[config.mk]
export PLATFORM = sky130hd
export DESIGN_NAME = mem_arbiter
export DESIGN_NICKNAME = d
export VERILOG_FILES = /design/src/rtl/mem_arbiter_pkg.sv /design/src/rtl/arb_watchdog.sv /design/src/rtl/mem_arbiter.sv
export SDC_FILE = /design/constraint.sdc
export NUM_CORES = 1
export LEC_CHECK = 0
export BUFFER_PORTS_ARGS = -buffer_cell sky130_fd_sc_hd__buf_2
export CORE_ASPECT_RATIO = 1.25
export CORE_MARGIN = 5
export CORE_UTILIZATION = 52
export CTS_BUF_LIST = sky130_fd_sc_hd__clkbuf_8
export CTS_CLUSTER_DIAMETER = 200
export DETAILED_ROUTE_END_ITERATION = 16
export GPL_ROUTABILITY_DRIVEN = 0
export PLACE_DENSITY = 0.85
export SLEW_MARGIN = 20
export SYNTH_ARGS = -nofsm -noshare
export SYNTH_HDL_FRONTEND = slang
export SYNTH_HIERARCHICAL = 1
export SYNTH_SLANG_ARGS = --single-unit
[constraint.sdc]
create_clock -name clk -period 6.85 [get_ports clk]
set_input_delay 0.685 -clock clk [delete_from_list [all_inputs] [get_ports clk]]
set_output_delay 0.685 -clock clk [all_outputs]
set_load 0.005 [all_outputs]
[src/rtl/mem_arbiter_pkg.sv]
// rtl/mem_arbiter_pkg.sv - shared state encoding and grant identifiers for mem_arbiter
package mem_arbiter_pkg;

    typedef enum logic [1:0] {
        IDLE = 2'd0,
        BUSY = 2'd1,
        DONE = 2'd2
    } arb_state_t;

    localparam logic GRANT_M0 = 1'b0;
    localparam logic GRANT_M1 = 1'b1;

endpackage

[src/rtl/arb_watchdog.sv]
// rtl/arb_watchdog.sv - saturating wait-cycle counter that flags an unacknowledged transaction
module arb_watchdog #(
    parameter int TIMEOUT = 255
) (
    input  logic clk,
    input  logic reset,
    input  logic clear,
    input  logic count_en,
    output logic expired
);

    localparam int CW = (TIMEOUT > 0) ? $clog2(TIMEOUT + 1) : 1;
    localparam logic [CW-1:0] LIMIT     = CW'(TIMEOUT);
    localparam logic [CW-1:0] LAST_STEP = CW'((TIMEOUT > 0) ? TIMEOUT - 1 : 0);

    logic [CW-1:0] r_count;

    always_ff @(posedge clk or posedge reset) begin
        if (reset) begin
            r_count <= '0;
        end else if (clear) begin
            r_count <= '0;
        end else if (count_en && (r_count != LIMIT)) begin
            r_count <= r_count + 1'b1;
        end
    end

    // Fires in the cycle whose increment would reach TIMEOUT, so the abort lands on that edge.
    assign expired = (TIMEOUT != 0) && count_en && (r_count == LAST_STEP);

endmodule

[src/rtl/mem_arbiter.sv]
// rtl/mem_arbiter.sv - round-robin two-requester arbiter onto one picorv32-style memory port
module mem_arbiter #(
    parameter int          TIMEOUT   = 255,
    parameter logic [31:0] ERR_RDATA = 32'hFFFF_FFFF
) (
    input  logic        clk,
    input  logic        reset,
    input  logic        m0_valid,
    input  logic        m0_instr,
    input  logic [31:0] m0_addr,
    input  logic [31:0] m0_wdata,
    input  logic [3:0]  m0_wstrb,
    output logic        m0_ready,
    output logic [31:0] m0_rdata,
    input  logic        m1_valid,
    input  logic        m1_instr,
    input  logic [31:0] m1_addr,
    input  logic [31:0] m1_wdata,
    input  logic [3:0]  m1_wstrb,
    output logic        m1_ready,
    output logic [31:0] m1_rdata,
    output logic        mem_valid,
    output logic        mem_instr,
    input  logic        mem_ready,
    output logic [31:0] mem_addr,
    output logic [31:0] mem_wdata,
    output logic [3:0]  mem_wstrb,
    input  logic [31:0] mem_rdata,
    output logic        timeout_err
);

    import mem_arbiter_pkg::*;

    arb_state_t  r_state;
    arb_state_t  w_next_state;
    logic        r_grant;
    logic        r_last_grant;
    logic        r_mem_valid;
    logic        r_mem_instr;
    logic [31:0] r_mem_addr;
    logic [31:0] r_mem_wdata;
    logic [3:0]  r_mem_wstrb;
    logic        r_m0_ready;
    logic        r_m1_ready;
    logic [31:0] r_m0_rdata;
    logic [31:0] r_m1_rdata;
    logic        r_timeout_err;

    logic        w_any_req;
    logic        w_sel;
    logic        w_wd_clear;
    logic        w_wd_count;
    logic        w_expired;

    assign w_any_req = m0_valid | m1_valid;
    // On a tie the requester that did not win last time goes first.
    assign w_sel     = (m0_valid && m1_valid) ? ~r_last_grant : m1_valid;

    assign w_wd_clear = (r_state == IDLE);
    assign w_wd_count = (r_state == BUSY) && !mem_ready;

    arb_watchdog #(
        .TIMEOUT (TIMEOUT)
    ) u_watchdog (
        .clk      (clk),
        .reset    (reset),
        .clear    (w_wd_clear),
        .count_en (w_wd_count),
        .expired  (w_expired)
    );

    always_ff @(posedge clk or posedge reset) begin
        if (reset) begin
            r_state <= IDLE;
        end else begin
            r_state <= w_next_state;
        end
    end

    always_comb begin
        w_next_state = r_state;
        case (r_state)
            IDLE:    if (w_any_req) w_next_state = BUSY;
            BUSY:    if (mem_ready || w_expired) w_next_state = DONE;
            DONE:    w_next_state = IDLE;
            default: w_next_state = IDLE;
        endcase
    end

    always_ff @(posedge clk or posedge reset) begin
        if (reset) begin
            r_grant       <= GRANT_M0;
            r_last_grant  <= GRANT_M1;
            r_mem_valid   <= 1'b0;
            r_mem_instr   <= 1'b0;
            r_mem_addr    <= '0;
            r_mem_wdata   <= '0;
            r_mem_wstrb   <= '0;
            r_m0_ready    <= 1'b0;
            r_m1_ready    <= 1'b0;
            r_m0_rdata    <= '0;
            r_m1_rdata    <= '0;
            r_timeout_err <= 1'b0;
        end else begin
            r_m0_ready <= 1'b0;
            r_m1_ready <= 1'b0;
            case (r_state)
                IDLE: begin
                    if (w_any_req) begin
                        r_grant      <= w_sel;
                        r_last_grant <= w_sel;
                        r_mem_valid  <= 1'b1;
                        r_mem_instr  <= (w_sel == GRANT_M1) ? m1_instr : m0_instr;
                        r_mem_addr   <= (w_sel == GRANT_M1) ? m1_addr  : m0_addr;
                        r_mem_wdata  <= (w_sel == GRANT_M1) ? m1_wdata : m0_wdata;
                        r_mem_wstrb  <= (w_sel == GRANT_M1) ? m1_wstrb : m0_wstrb;
                    end
                end
                BUSY: begin
                    // A late ack in the expiry cycle still wins over the abort.
                    if (mem_ready) begin
                        r_mem_valid <= 1'b0;
                        if (r_grant == GRANT_M1) begin
                            r_m1_ready <= 1'b1;
                            if (r_mem_wstrb == 4'b0000) r_m1_rdata <= mem_rdata;
                        end else begin
                            r_m0_ready <= 1'b1;
                            if (r_mem_wstrb == 4'b0000) r_m0_rdata <= mem_rdata;
                        end
                    end else if (w_expired) begin
                        r_mem_valid   <= 1'b0;
                        r_timeout_err <= 1'b1;
                        if (r_grant == GRANT_M1) begin
                            r_m1_ready <= 1'b1;
                            r_m1_rdata <= ERR_RDATA;
                        end else begin
                            r_m0_ready <= 1'b1;
                            r_m0_rdata <= ERR_RDATA;
                        end
                    end
                end
                default: begin
                end
            endcase
        end
    end

    assign mem_valid   = r_mem_valid;
    assign mem_instr   = r_mem_instr;
    assign mem_addr    = r_mem_addr;
    assign mem_wdata   = r_mem_wdata;
    assign mem_wstrb   = r_mem_wstrb;
    assign m0_ready    = r_m0_ready;
    assign m1_ready    = r_m1_ready;
    assign m0_rdata    = r_m0_rdata;
    assign m1_rdata    = r_m1_rdata;
    assign timeout_err = r_timeout_err;

endmodule

# [Yosys cells after proc, flatten, opt, wreduce, memory -nomap -nowiden]
# Cells that the tools add are included.
[op_classes] n_mux=31 reduce_logical=17 n_bitwise=4 eq_ne=7 n_addsub=1
[op_table] op="32-bit two-way mux" count=11
[op_table] op="8-bit two-way mux" count=2
[op_table] op="1-bit two-way mux" count=13
[op_table] op="8-bit by 1-bit adder with 8-bit output (second input constant)" count=1
[op_table] op="8-bit equality test (second input constant)" count=1
[op_table] op="8-bit inequality test (second input constant)" count=1
[op_table] op="4-bit AND reduction" count=2
[op_table] op="3-bit AND reduction" count=2
[op_table] op="2-bit nonzero test" count=3
[op_table] op="1-bit logical AND" count=4
[op_table] op="4-bit logical NOT" count=1
[op_table] op="2-bit two-way mux" count=2
[op_table] op="4-bit two-way mux" count=1
[op_table] op="2-bit by 1-bit inequality test with 1-bit output (second input constant)" count=2
[op_table] op="2-bit case mux with 2 select lines" count=1
[op_table] op="2-bit AND reduction" count=2
[op_table] op="3-bit inequality test (second input constant)" count=1
[op_table] op="1-bit inverter" count=3
[op_table] op="2-bit by 1-bit equality test with 1-bit output (second input constant)" count=1
[op_table] op="2-bit logical NOT" count=1
[op_table] op="2-bit inequality test (second input constant)" count=1
[op_table] op="1-bit case mux with 2 select lines" count=1
[op_table] op="1-bit logical NOT" count=1
[op_table] op="1-bit logical OR" count=1
[op_table] op="1-bit OR" count=1
[word_totals] regBits=149 wordCells=74 in_bits=175 out_inout_bits=137

# [Logic depth before layout (Yosys ltp)]
[depth] word_depth=6 depth_mapped=8

# [Hierarchy]
# The synthesis kept the hierarchy.
[by_module_without_submodules] mod="mem_arbiter" area_per_inst_um2=6302.3 cells_per_inst=422 n_inst=1 seq_area_each_um2=3529.6
[by_module_without_submodules] mod="arb_watchdog" area_per_inst_um2=442.9 cells_per_inst=50 n_inst=1 seq_area_each_um2=200.2

# [Worst setup path before layout]
# Ideal clock, no wire load.
[synth_path] path_kind="input port to flip-flop" start="input mem_ready" end="register r_m0_rdata[0] (netlist: m0_rdata[0])" stages=8 setup_slack_ns=4.199 arrival_ns=2.526 n_path_buf=3 t_required_ns=6.725 setup_ns=0.125 cell_sequence="buf_2 > clkbuf_1 > nor2_1 > and3_1 > nor2_1 > nor4b_4 > buf_6 > mux2_2"
[synth_via] elab_chain_len=5
[synth_rtl] item="start, declared" line="mem_arbiter.sv:24" text="input logic mem_ready,"
[synth_rtl] item="1-bit logical NOT" line="mem_arbiter.sv:60" text="assign w_wd_count = (r_state == BUSY) && !mem_ready;"
[synth_rtl] item="1-bit logical AND" line="mem_arbiter.sv:60"
[synth_rtl] item="named net w_wd_count" line="mem_arbiter.sv:52" text="logic w_wd_count;"
[synth_rtl] item="1-bit logical AND" line="arb_watchdog.sv:29" text="assign expired = (TIMEOUT != 0) && count_en && (r_count == LAST_STEP);"
[synth_rtl] item="named net w_expired" line="mem_arbiter.sv:53" text="logic w_expired;"
[synth_rtl] item="2-bit nonzero test (no line)"
[synth_rtl] item="4-bit AND reduction (no line)"
[synth_rtl] item="end signal, assigned" line="mem_arbiter.sv:128" text="if (r_mem_wstrb == 4'b0000) r_m0_rdata <= mem_rdata;"
[synth_rtl] item="end, declared" line="mem_arbiter.sv:45" text="logic [31:0] r_m0_rdata;"
# The timed path passes the listed nets, and every way through them passes these cells.
# A chain may end at the register's enable or synchronous reset.

# [Worst setup path after layout]
[layout_path] start="input mem_ready" end="register r_m1_rdata[17] (netlist: m1_rdata[17])"
[layout_via] elab_chain_len=5
[layout_rtl] item="1-bit logical NOT" line="mem_arbiter.sv:60"
[layout_rtl] item="1-bit logical AND" line="mem_arbiter.sv:60"
[layout_rtl] item="named net w_wd_count" line="mem_arbiter.sv:52"
[layout_rtl] item="1-bit logical AND" line="arb_watchdog.sv:29"
[layout_rtl] item="named net w_expired" line="mem_arbiter.sv:53"
[layout_rtl] item="2-bit nonzero test (no line)"
[layout_rtl] item="4-bit AND reduction (no line)"
[layout_rtl] item="end signal, assigned" line="mem_arbiter.sv:125" text="if (r_mem_wstrb == 4'b0000) r_m1_rdata <= mem_rdata;"
[layout_rtl] item="end, declared" line="mem_arbiter.sv:46" text="logic [31:0] r_m1_rdata;"
# The timed path passes the listed nets, and every way through them passes these cells.

==> metrics <==
sw power 1.159 mW; Post-synth EDFFs 0; Layout fillers 905; max-cap violations 0; largest cells by area after synthesis dfrtp_1, mux2_2, nand2b_1, mux2_1, buf_2; CP startpoint kind input pin; TNS Setup 0 ps; top cell family by delay on the critical path compound AO/OA/AOI/OAI gates; PwrDens 405.5 nW/um^2; reg-to-reg endpoint m0_rdata[1]; PortBufs 311; Critical Path RT 7160 ps; Max clock buf depth 2; async set-reset flop share out of synthesis 100.0%; clk_skew 10.02 ps; status complete, no violations; cts hold-fix bufs 0; first-pass GRT wire length 29010 um; Bufs and invs on worst path 2; Final Cycle Share 39.12%; critical setup path kind input pin to flop; Max-Slew Margin vs Limit 26.71%; slowest cell delay on critical path 880 ps; drt pass-1 iters 4; reg-to-reg slack, setup 4190 ps; initial antenna violation count 0; largest net degree at the start of global routing 79; Initial Util 53.03%; drt wl/cell 19.09 um; Die Span Y 137.3 um; arrival time at the worst endpoint 2990 ps; Hold Vio Cnt, Final 0; H-tree Lvls 4; CP max FO 38; f_max 0.3731 GHz; number of synthesized register bits 149; min-delay worst type input pin to asynchronous set/reset pin; CP Cell Sequence buf_2 -> buf_4 -> nor2_1 -> and3_1 -> o2111ai_4 -> mux2_2; sequential share of the synthesized area 55.30%; RR Startpoint r_state[1]; Pint 2.425 mW; n_diodes 0; Clock Latency Late Sink 430 ps; Global Route Usage Sum 24.26%; I/O pin total 312; die width 111.9 um; CP startpoint mem_ready; Synth top cells by count mux2_2, dfrtp_1, nand2b_1; RSZ-0062 raised after global routing no; core area 12720 um^2; post-synth cell types 39; Via Count 4970; Worst-path clk slew 80 ps; Post-Route WL 18330 um; sw frac 32.35%; Sequential Power Share 42.2%; syn_area_per_cell 14.29 um^2; TritonCTS clock tree built; share of cells above drive strength 1 68.56%; post-CTS setup repair buffer count 0; syn_nets 649; FF-to-FF path depth 7; warnings from Yosys 6; Logic pwr share 38.8%; slew at the pin with the worst max-slew slack 1099 ps; Synth Flop Type dfrtp_1; Clk pwr share 19.0%; Routed Antenna Nets 0; top-count cell post-synth mux2_2; Initial DRC Count 227; max-slew violations 0; Layout Area Growth over Synthesis 31.03%; min cycle time layout 2680 ps; FP Rows 46; vias in the first global route 5533; cts bufs inserted 17; gr ovfl total 0; post_cts resized 0; leading area contributor after synthesis dfrtp_1; cell area after synthesis 6745 um^2; CP endpoint kind flop; Vias/cell 5.177; DP Wirelength 14280 um; die area 15360 um^2; root buf cell clkbuf_8; nets 957; Critical-path top delay cell o2111ai_4; top-area cell type share of the netlist area 54.91%; final setup violation count 0; DRC errors left 0; Syn Inst Count 472; Tot Pwr 3.584 mW; Clock Sinks 149; Leak 4.144 nW; worst vdd ir 238.7 uV
[cell usage in the layout, fill, tap and decap left out, drive strengths merged, types with 5 or more instances in the layout]
cell      n
nor2     13
o21ai     5
nand2b   32
inv       6
dfrtp   148
clkbuf   17
mux2    202
nand3     5
buf     315
clkinv    8
[power groups by stage]
stage                     Combinational, mW  Clock, mW  Sequential [mW]
after CTS                              1.42      0.693             1.51
after global placement                 1.36          0             1.50
final                                  1.39      0.679             1.51
after floorplan                       0.703          0             1.54
after detailed placement               1.41          0             1.52
after global routing                   1.51      0.733             1.57
[per-layer routing]
metal,wire length [um],up-vias,GRT usage [%]
li1,-,2294,-
met5,0,-,0
met3,2343,48,11.42
met2,8807,270,40.70
met1,6453,2358,25.90
met4,726,0,11.76
[per-stage QoR]
stage	utilization, %	instances	instance area [um^2]	hold WS (ps)	setup slack, ps
floorplan	-	472	6745	451.0	2385
global placement	66.36	929	8441	463.7	3832
detailed placement	66.36	929	8441	464.9	3728
CTS	69.49	960	8838	206.8	4188
global route	69.49	960	8838	219.7	4023
finish	69.49	960	8838	229.0	4170
[registers in the layout, indices dropped and copies added, names as in the netlist]
register            cells
m1_ready                1
u_watchdog/r_count      8
r_grant                 1
mem_wstrb               4
mem_instr               1
m0_rdata               32
r_last_grant            1
mem_wdata              32
mem_addr               32
mem_valid               1
r_state                 2
m0_ready                1
m1_rdata               32
timeout_err             1
[worst max-delay path by stage]
stage	to	slack, ps	depth (start not counted)
after floorplan	m0_rdata[0]	2390	1
after global placement	m1_rdata[22]	3830	6
after detailed placement	m1_rdata[17]	3730	6
after CTS	m0_rdata[21]	4190	7
after global routing	m0_rdata[16]	4020	7
final	m1_rdata[17]	4170	6
[layout make-up]
type | count | area (um^2) | share of cell area [%]
clock inverter | 14 | 163.9 | 1.854
timing repair buffer | 315 | 1587 | 17.95
multi-input combinational | 292 | 2890 | 32.70
clock buffer | 17 | 234.0 | 2.647
inverter | 5 | 23.77 | 0.2690
tap | 168 | 210.2 | 2.378
sequential | 149 | 3730 | 42.20
[logic make-up (layout without fill, tap and decap cells)]
logic type	Yosys count	count (layout)	synth area share, %
DFF	149	149	55.30
muxes	203	203	33.87
AOI/OAI and AO/OA	20	20	2.096
xor gates and xnor gates	1	1	0.1299
adders and majority gates	2	2	0.3709
and+or+nand+nor	66	66	5.843
buffers and inverters	31	351	2.393
No activity file was read; power rests on OpenSTA's default activity.
